`config.mk`:
```
export PLATFORM = sky130hd
export DESIGN_NAME = div_sequencer_flat
export DESIGN_NICKNAME = d
export VERILOG_FILES = /design/src/rtl/div_if.sv /design/src/rtl/div_sequencer.sv /design/src/flat_wrapper.sv
export SDC_FILE = /design/constraint.sdc
export NUM_CORES = 1
export LEC_CHECK = 0
export CAP_MARGIN = 20
export CORE_MARGIN = 1.5
export CORE_UTILIZATION = 30
export CTS_CLUSTER_SIZE = 14
export DETAILED_ROUTE_END_ITERATION = 10
export PLACE_DENSITY_LB_ADDON = 0.25
export SLEW_MARGIN = 20
export SYNTH_ARGS = -nofsm -noshare
export SYNTH_HDL_FRONTEND = slang
export SYNTH_SLANG_ARGS = --single-unit
```
`constraint.sdc`:
```
create_clock -name clk -period 5.3 [get_ports clk]
set_input_delay 0.53 -clock clk [delete_from_list [all_inputs] [get_ports clk]]
set_output_delay 0.53 -clock clk [all_outputs]
set_load 0.05 [all_outputs]
```
`src/rtl/div_if.sv`:
```
// Start/busy/done handshake and operand/result bundle between the
// pipeline (master) and the sequenced divider (slave).
interface div_if #(
    parameter int WIDTH = 32
);
    logic             start;
    logic             signdiv;
    logic [WIDTH-1:0] a;
    logic [WIDTH-1:0] b;
    logic             busy;
    logic             done;
    logic [WIDTH-1:0] q;
    logic [WIDTH-1:0] r;
    logic             div_by_zero;

    modport master (
        output start, signdiv, a, b,
        input  busy, done, q, r, div_by_zero
    );

    modport slave (
        input  start, signdiv, a, b,
        output busy, done, q, r, div_by_zero
    );
endinterface

```
`src/rtl/div_sequencer.sv`:
```
// Restoring radix-2 divider for DIV/DIVU: one quotient bit per clock,
// with a sign-magnitude prologue (PREP) and a sign/zero fix-up epilogue (FIX).
module div_sequencer #(
    parameter int WIDTH = 32
) (
    input  logic  clk,
    input  logic  reset,
    div_if.slave  bus
);
    localparam int             CW     = (WIDTH > 1) ? $clog2(WIDTH) : 1;
    localparam logic [CW-1:0]  LAST_C = CW'(WIDTH - 1);
    localparam logic [CW-1:0]  ONE_C  = CW'(1);

    typedef enum logic [1:0] {
        IDLE = 2'd0,
        PREP = 2'd1,
        ITER = 2'd2,
        FIX  = 2'd3
    } state_t;

    state_t           state_r, state_s;
    logic             load_s, prep_s, iter_s, fix_s;
    logic [WIDTH-1:0] a_r, b_r;
    logic             sd_r;
    logic [WIDTH-1:0] dvd_r;
    logic [WIDTH-1:0] dsr_r;
    logic [WIDTH-1:0] rem_r;
    logic             neg_q_r, neg_r_r, dbz_r;
    logic [CW-1:0]    cnt_r;
    logic [WIDTH-1:0] q_r, r_r;
    logic             dbz_out_r, busy_r, done_r;
    logic [WIDTH:0]   rem_sh_s, diff_s;
    logic             ge_s;

    function automatic logic [WIDTH-1:0] cond_neg(input logic neg, input logic [WIDTH-1:0] v);
        cond_neg = neg ? (~v + {{(WIDTH-1){1'b0}}, 1'b1}) : v;
    endfunction

    // State register
    always_ff @(posedge clk) begin
        if (reset) begin
            state_r <= IDLE;
        end else begin
            state_r <= state_s;
        end
    end

    // Next-state logic
    always_comb begin
        state_s = state_r;
        case (state_r)
            IDLE: begin
                if (bus.start) state_s = PREP;
                else           state_s = IDLE;
            end
            PREP: state_s = ITER;
            ITER: begin
                if (cnt_r == LAST_C) state_s = FIX;
                else                 state_s = ITER;
            end
            FIX:     state_s = IDLE;
            default: state_s = IDLE;
        endcase
    end

    // Per-state datapath strobes
    always_comb begin
        load_s = 1'b0;
        prep_s = 1'b0;
        iter_s = 1'b0;
        fix_s  = 1'b0;
        case (state_r)
            IDLE:    load_s = bus.start;
            PREP:    prep_s = 1'b1;
            ITER:    iter_s = 1'b1;
            FIX:     fix_s  = 1'b1;
            default: load_s = 1'b0;
        endcase
    end

    // WIDTH+1-bit trial subtract; the borrow out decides the quotient bit
    always_comb begin
        rem_sh_s = {rem_r, dvd_r[WIDTH-1]};
        diff_s   = rem_sh_s - {1'b0, dsr_r};
        ge_s     = ~diff_s[WIDTH];
    end

    // Datapath and registered outputs; dvd_r shifts the dividend out and the quotient in
    always_ff @(posedge clk) begin
        if (reset) begin
            a_r       <= {WIDTH{1'b0}};
            b_r       <= {WIDTH{1'b0}};
            sd_r      <= 1'b0;
            dvd_r     <= {WIDTH{1'b0}};
            dsr_r     <= {WIDTH{1'b0}};
            rem_r     <= {WIDTH{1'b0}};
            neg_q_r   <= 1'b0;
            neg_r_r   <= 1'b0;
            dbz_r     <= 1'b0;
            cnt_r     <= {CW{1'b0}};
            q_r       <= {WIDTH{1'b0}};
            r_r       <= {WIDTH{1'b0}};
            dbz_out_r <= 1'b0;
            busy_r    <= 1'b0;
            done_r    <= 1'b0;
        end else begin
            done_r <= fix_s;
            if (load_s) begin
                a_r    <= bus.a;
                b_r    <= bus.b;
                sd_r   <= bus.signdiv;
                busy_r <= 1'b1;
            end
            if (prep_s) begin
                dvd_r   <= cond_neg(sd_r & a_r[WIDTH-1], a_r);
                dsr_r   <= cond_neg(sd_r & b_r[WIDTH-1], b_r);
                neg_q_r <= sd_r & (a_r[WIDTH-1] ^ b_r[WIDTH-1]);
                neg_r_r <= sd_r & a_r[WIDTH-1];
                dbz_r   <= (b_r == {WIDTH{1'b0}});
                rem_r   <= {WIDTH{1'b0}};
                cnt_r   <= {CW{1'b0}};
            end
            if (iter_s) begin
                rem_r <= ge_s ? diff_s[WIDTH-1:0] : rem_sh_s[WIDTH-1:0];
                dvd_r <= {dvd_r[WIDTH-2:0], ge_s};
                cnt_r <= cnt_r + ONE_C;
            end
            if (fix_s) begin
                busy_r    <= 1'b0;
                dbz_out_r <= dbz_r;
                if (dbz_r) begin
                    q_r <= {WIDTH{1'b1}};
                    r_r <= a_r;
                end else begin
                    q_r <= cond_neg(neg_q_r, dvd_r);
                    r_r <= cond_neg(neg_r_r, rem_r);
                end
            end
        end
    end

    assign bus.busy        = busy_r;
    assign bus.done        = done_r;
    assign bus.q           = q_r;
    assign bus.r           = r_r;
    assign bus.div_by_zero = dbz_out_r;
endmodule

```
`src/flat_wrapper.sv`:
```
// flat-port wrapper written by rule: the top's interface ports become plain ports
module div_sequencer_flat 
#(
    parameter int WIDTH = 32
)
  (clk, reset, bus_start, bus_signdiv, bus_a, bus_b, bus_busy, bus_done, bus_q, bus_r, bus_div_by_zero);
  div_if #(.WIDTH(WIDTH)) bus_i ();
  input  logic clk;
  input  logic reset;
  input wire logic [$bits(bus_i.start)-1:0] bus_start;
  input wire logic [$bits(bus_i.signdiv)-1:0] bus_signdiv;
  input wire logic [$bits(bus_i.a)-1:0] bus_a;
  input wire logic [$bits(bus_i.b)-1:0] bus_b;
  output wire logic [$bits(bus_i.busy)-1:0] bus_busy;
  output wire logic [$bits(bus_i.done)-1:0] bus_done;
  output wire logic [$bits(bus_i.q)-1:0] bus_q;
  output wire logic [$bits(bus_i.r)-1:0] bus_r;
  output wire logic [$bits(bus_i.div_by_zero)-1:0] bus_div_by_zero;
  assign bus_i.start = bus_start;
  assign bus_i.signdiv = bus_signdiv;
  assign bus_i.a = bus_a;
  assign bus_i.b = bus_b;
  assign bus_busy = bus_i.busy;
  assign bus_done = bus_i.done;
  assign bus_q = bus_i.q;
  assign bus_r = bus_i.r;
  assign bus_div_by_zero = bus_i.div_by_zero;
  div_sequencer #(.WIDTH(WIDTH)) u_core (.clk(clk), .reset(reset), .bus(bus_i));
endmodule
```
==> out/qor.log <==
[status] run status complete, no violations
[cells_and_area] Final Net Count 1904
[critical_path] category of the critical setup timing path register to register
[cells_and_area] share of post-route cells with drive strength above 1 4.201%
[synth] synthesized-area fraction occupied by adder cells 4.161%
[route] residual antenna-violating net count after detailed routing 0
[grt] Overflow after GRT 0
[floorplan] Placement Rows 77
[critical_path] Critical Path RT 5.70 ns
[critical_path] startpoint types register
[synth] Synth Area in Compound Gates 21.34%
[clock_tree] CTS buffer count 28
[critical_path] critical path data arrival time 4.33 ns
[clock_tree] root buffer cell clkbuf_16
[cells_and_area] number of non-filler instances in the completed layout 2401
[route] final routed DRC violation total 0
[floorplan] initial core utilization 30.39%
[timing] worst clock skew on the final layout 0.02167 ns
[cells_and_area] Finished Cell Area 16100 sq um
[placed_design] count of buffers inserted at the top-level ports 134
[placed_design] RePlAce Congestion 0.8451
[power] Leakage Power 0.005720 uW
[route] routed vias/inst 4.965
[placed_design] total half-perimeter wirelength after legalization and detailed placement 26.60 mm
[timing] sum of negative setup slack 0 ns
[grt] total routing resource utilization after global routing 15.61%
[timing] share of the clock period used by the worst path 74.05%
[grt] global-route layer with the greatest usage met2
[floorplan] I/O Pins 135
[timing] worst relative slew slack 30.92%
[synth] post-synthesis simple-gate area fraction 19.74%
[clock_tree] clock latency reported for the late side of the worst-skew pair 0.57 ns
[synth] fraction of post-synthesis cell area in the top cell type by area 35.53%
[floorplan] die height 214.4 um
[clock_tree] clock tree buffer depth 3
[synth] EDFF count, synth 0
[route] initial drt markers 680
[synth] count of yosys warnings during synthesis 0
[synth] fraction of synthesized area in multiplexers 5.309%
[cells_and_area] utilization after layout 36.49%
[clock_tree] Post-CTS Hold Fix Bufs 0
[route] 1st-pass router iterations 7
[cells_and_area] synthesis-to-finish area growth 20.05%
[job] max-cap violation count 0
[clock_tree] number of gates resized after cts 0
[critical_path] register-to-register setup slack 1.38 ns
[clock_tree] clock transition at the registers of the reported paths 0.06 ns
[critical_path] endpoint of the most critical register-to-register path u_core.rem_r[25]$_SDFFE_PP0P_
[synth] area leader, netlist dfxtp_1
[worst_hold_path] hold wc startpoint reset
[synth] proportion of register bits with asynchronous set or reset after synthesis 0%
[timing] highest clock frequency the design can meet 0.2548 GHz
[timing] final-report max-slew violation count 0
[power] total power divided by cell area 300.0 nW/um^2
[power] maximum vdd drop 0.0001950 V
[timing] final critical delay including setup and external delays 3.925 ns
[critical_path] worst flop-to-flop path startpoint u_core.dvd_r[31]$_SDFFE_PP0P_
[synth] netlist area before placement 13410 sq um
[worst_hold_path] type of the most critical hold path input port to register
[timing] transition time at the pin with the least slew margin 1.035 ns
[grt] initial antenna violation count 0
[timing] WHS 0.3983 ns
[grt] routing usage on met2 26.07%
[timing] final number of setup-violating endpoints 0
[floorplan] CORE AREA 44120 sq um
[grt] met1 track demand over resource 21.32%
[synth] number of standard cells after synthesis 1731
[route] detailed-route wire length per cell 15.37 um
[route] WL final 36.90 mm
[grt] pin count of the biggest net entering global routing 84
[synth] xor and xnor fraction of the mapped netlist area 9.013%
[critical_path] Setup crit end kind register
[synth] largest family of logic cells by synthesized area compound AO/OA/AOI/OAI gates
[synth] top cells by count, synth nand2_1 (282), dfxtp_1 (238), nor2_1 (174)
[clock_tree] Max H-tree Level 1
[synth] most common cell in the synthesized netlist nand2_1
[clock_tree] count of clock tree sinks 238
[timing] unrepaired setup endpoints after global routing no
[synth] Avg Synthesized Cell Area 7.747 sq um
[synth] net count of the mapped netlist 1843
[placed_design] total placed cells including tap cells 2354
[cells_and_area] antenna fix cells 0
[synth] distinct cell type count after synthesis 58
[grt] GR Util met3 2.241%
[synth] top cells by area in the synthesized netlist dfxtp_1 (36%), nand2_1 (7.9%), mux2i_1 (5.2%), xor2_1 (5.2%), a21oi_1 (5.1%)
[grt] first-pass GRT wire length 60.00 mm
[synth] proportion of synthesized chip area in sequential cells 35.53%
[clock_tree] CTS tree built
[synth] main flop type after synthesis dfxtp_1
[critical_path] R2R depth 13
[placed_design] area after detailed placement 15180 sq um
[floorplan] die outline area 45980 sq um
[clock_tree] post-CTS setup buffer count 0
[floorplan] width of the chip 214.4 um
[synth] number of storage elements in the synthesis netlist 238
[timing] number of hold-slack violations in the final timing report 0
[worst_hold_path] capture endpoint of the worst hold path u_core.bus.div_by_zero$_SDFFE_PP0P_
[route] Vias 11920
[critical_path] largest driver fanout on the critical path 34
[worst_hold_path] worst hold stages 2
[grt] number of global-route vias before repair 11330
[worst max-delay path by stage]
stage | end | start | slack, ns | cells past startpoint
3_3_place_gp | u_core.bus.q[30]$_SDFFE_PP0P_ | u_core.dvd_r[6]$_SDFFE_PP0P_ | 1.38 | 9
3_5_place_dp | u_core.bus.q[30]$_SDFFE_PP0P_ | u_core.dvd_r[6]$_SDFFE_PP0P_ | 1.38 | 9
5_1_grt | u_core.rem_r[25]$_SDFFE_PP0P_ | u_core.dvd_r[31]$_SDFFE_PP0P_ | 1.07 | 13
2_1_floorplan | u_core.bus.q[30]$_SDFFE_PP0P_ | u_core.dvd_r[6]$_SDFFE_PP0P_ | 1.61 | 9
4_1_cts | u_core.rem_r[15]$_SDFFE_PP0P_ | u_core.dvd_r[31]$_SDFFE_PP0P_ | 1.34 | 13
6_report | u_core.rem_r[25]$_SDFFE_PP0P_ | u_core.dvd_r[31]$_SDFFE_PP0P_ | 1.38 | 13
[registers in the layout, indices dropped and copies added (netlist names)]
name / cells
u_core.a_r: 32
u_core.b_r: 32
u_core.bus.q: 32
u_core.bus.r: 32
u_core.dsr_r: 32
u_core.dvd_r: 32
u_core.rem_r: 32
u_core.cnt_r: 5
u_core.state_r: 2
u_core.bus.busy: 1
u_core.bus.div_by_zero: 1
u_core.bus.done: 1
u_core.dbz_r: 1
u_core.neg_q_r: 1
u_core.neg_r_r: 1
u_core.sd_r: 1
[metal layers]
metal / wire (um) / vias up
li1: - / 6149
met1: 18010 / 5510
met2: 16580 / 223
met3: 1623 / 38
met4: 687 / 0
met5: 0 / -
[metrics by stage]
| step | total power [uW] | setup WS (ns) |
|---|---|---|
| after floorplan | 2677 | 1.612 |
| final | 4829 | 1.375 |
| after detailed placement | 2940 | 1.376 |
| after global placement | 2932 | 1.382 |
| after global routing | 5076 | 1.071 |
| after CTS | 4895 | 1.343 |
[worst max-delay path, stage by stage, from the launching register on]
cell      delay, ns
dfxtp_1        0.31
inv_1          0.14
ha_1           0.22
fa_1           0.22
nor2b_1        0.07
o31ai_1        0.41
a21oi_1        0.17
o21ai_0        0.51
o21ai_0        0.22
a311oi_1       0.43
xnor2_2        0.20
buf_4          0.50
mux2i_1        0.25
o21ai_0        0.09
[power by group]
part | total, uW | switching [uW] | internal (uW)
combinational | 927 | 547 | 380
clock | 1930 | 772 | 1160
sequential | 1970 | 98.9 | 1870
[cell type report]
type | instances | area [sq um]
inverter | 62 | 232.7
tap | 592 | 740.7
fill | 4653 | 28030
timing repair buffer | 144 | 1418
clock buffer | 39 | 812.0
clock inverter | 8 | 108.9
sequential | 238 | 4766
multi-input combinational | 1318 | 8021
[kinds of logic (layout without fill, tap and decap cells)]
group,count (synthesis),count (layout)
compound gates,460,460
xor+xnor,138,138
fa+ha+maj,44,44
buf+inv,175,253
flops,238,238
mux,71,71
simple gates,605,605
[layout by cell type, fill, tap and decap left out, types with 9 or more instances in the layout]
cell type        netlist  layout
a211oi_1              59      59
a21oi_1              136     136
a22o_1                 9       9
a311oi_1              11      11
buf_4                  0      10
clkbuf_16              0      28
clkdlybuf4s50_1        0     133
dfxtp_1              238     237
ha_1                  43      40
inv_1                 62      62
mux2i_1               70      70
nand2_1              282     281
nand2b_1              14      14
nand3_1               27      27
nor2_1               174     172
nor2b_1                9       9
nor3_1                23      23
o211ai_1               9       9
o21a_1                11      11
o21ai_0              131     131
o31ai_1               29      29
o41ai_1               14      14
or3_1                 20      20
or4_1                 11      11
xnor2_1               58      57
xor2_1                80      80
(Power assumes the default switching activity.)
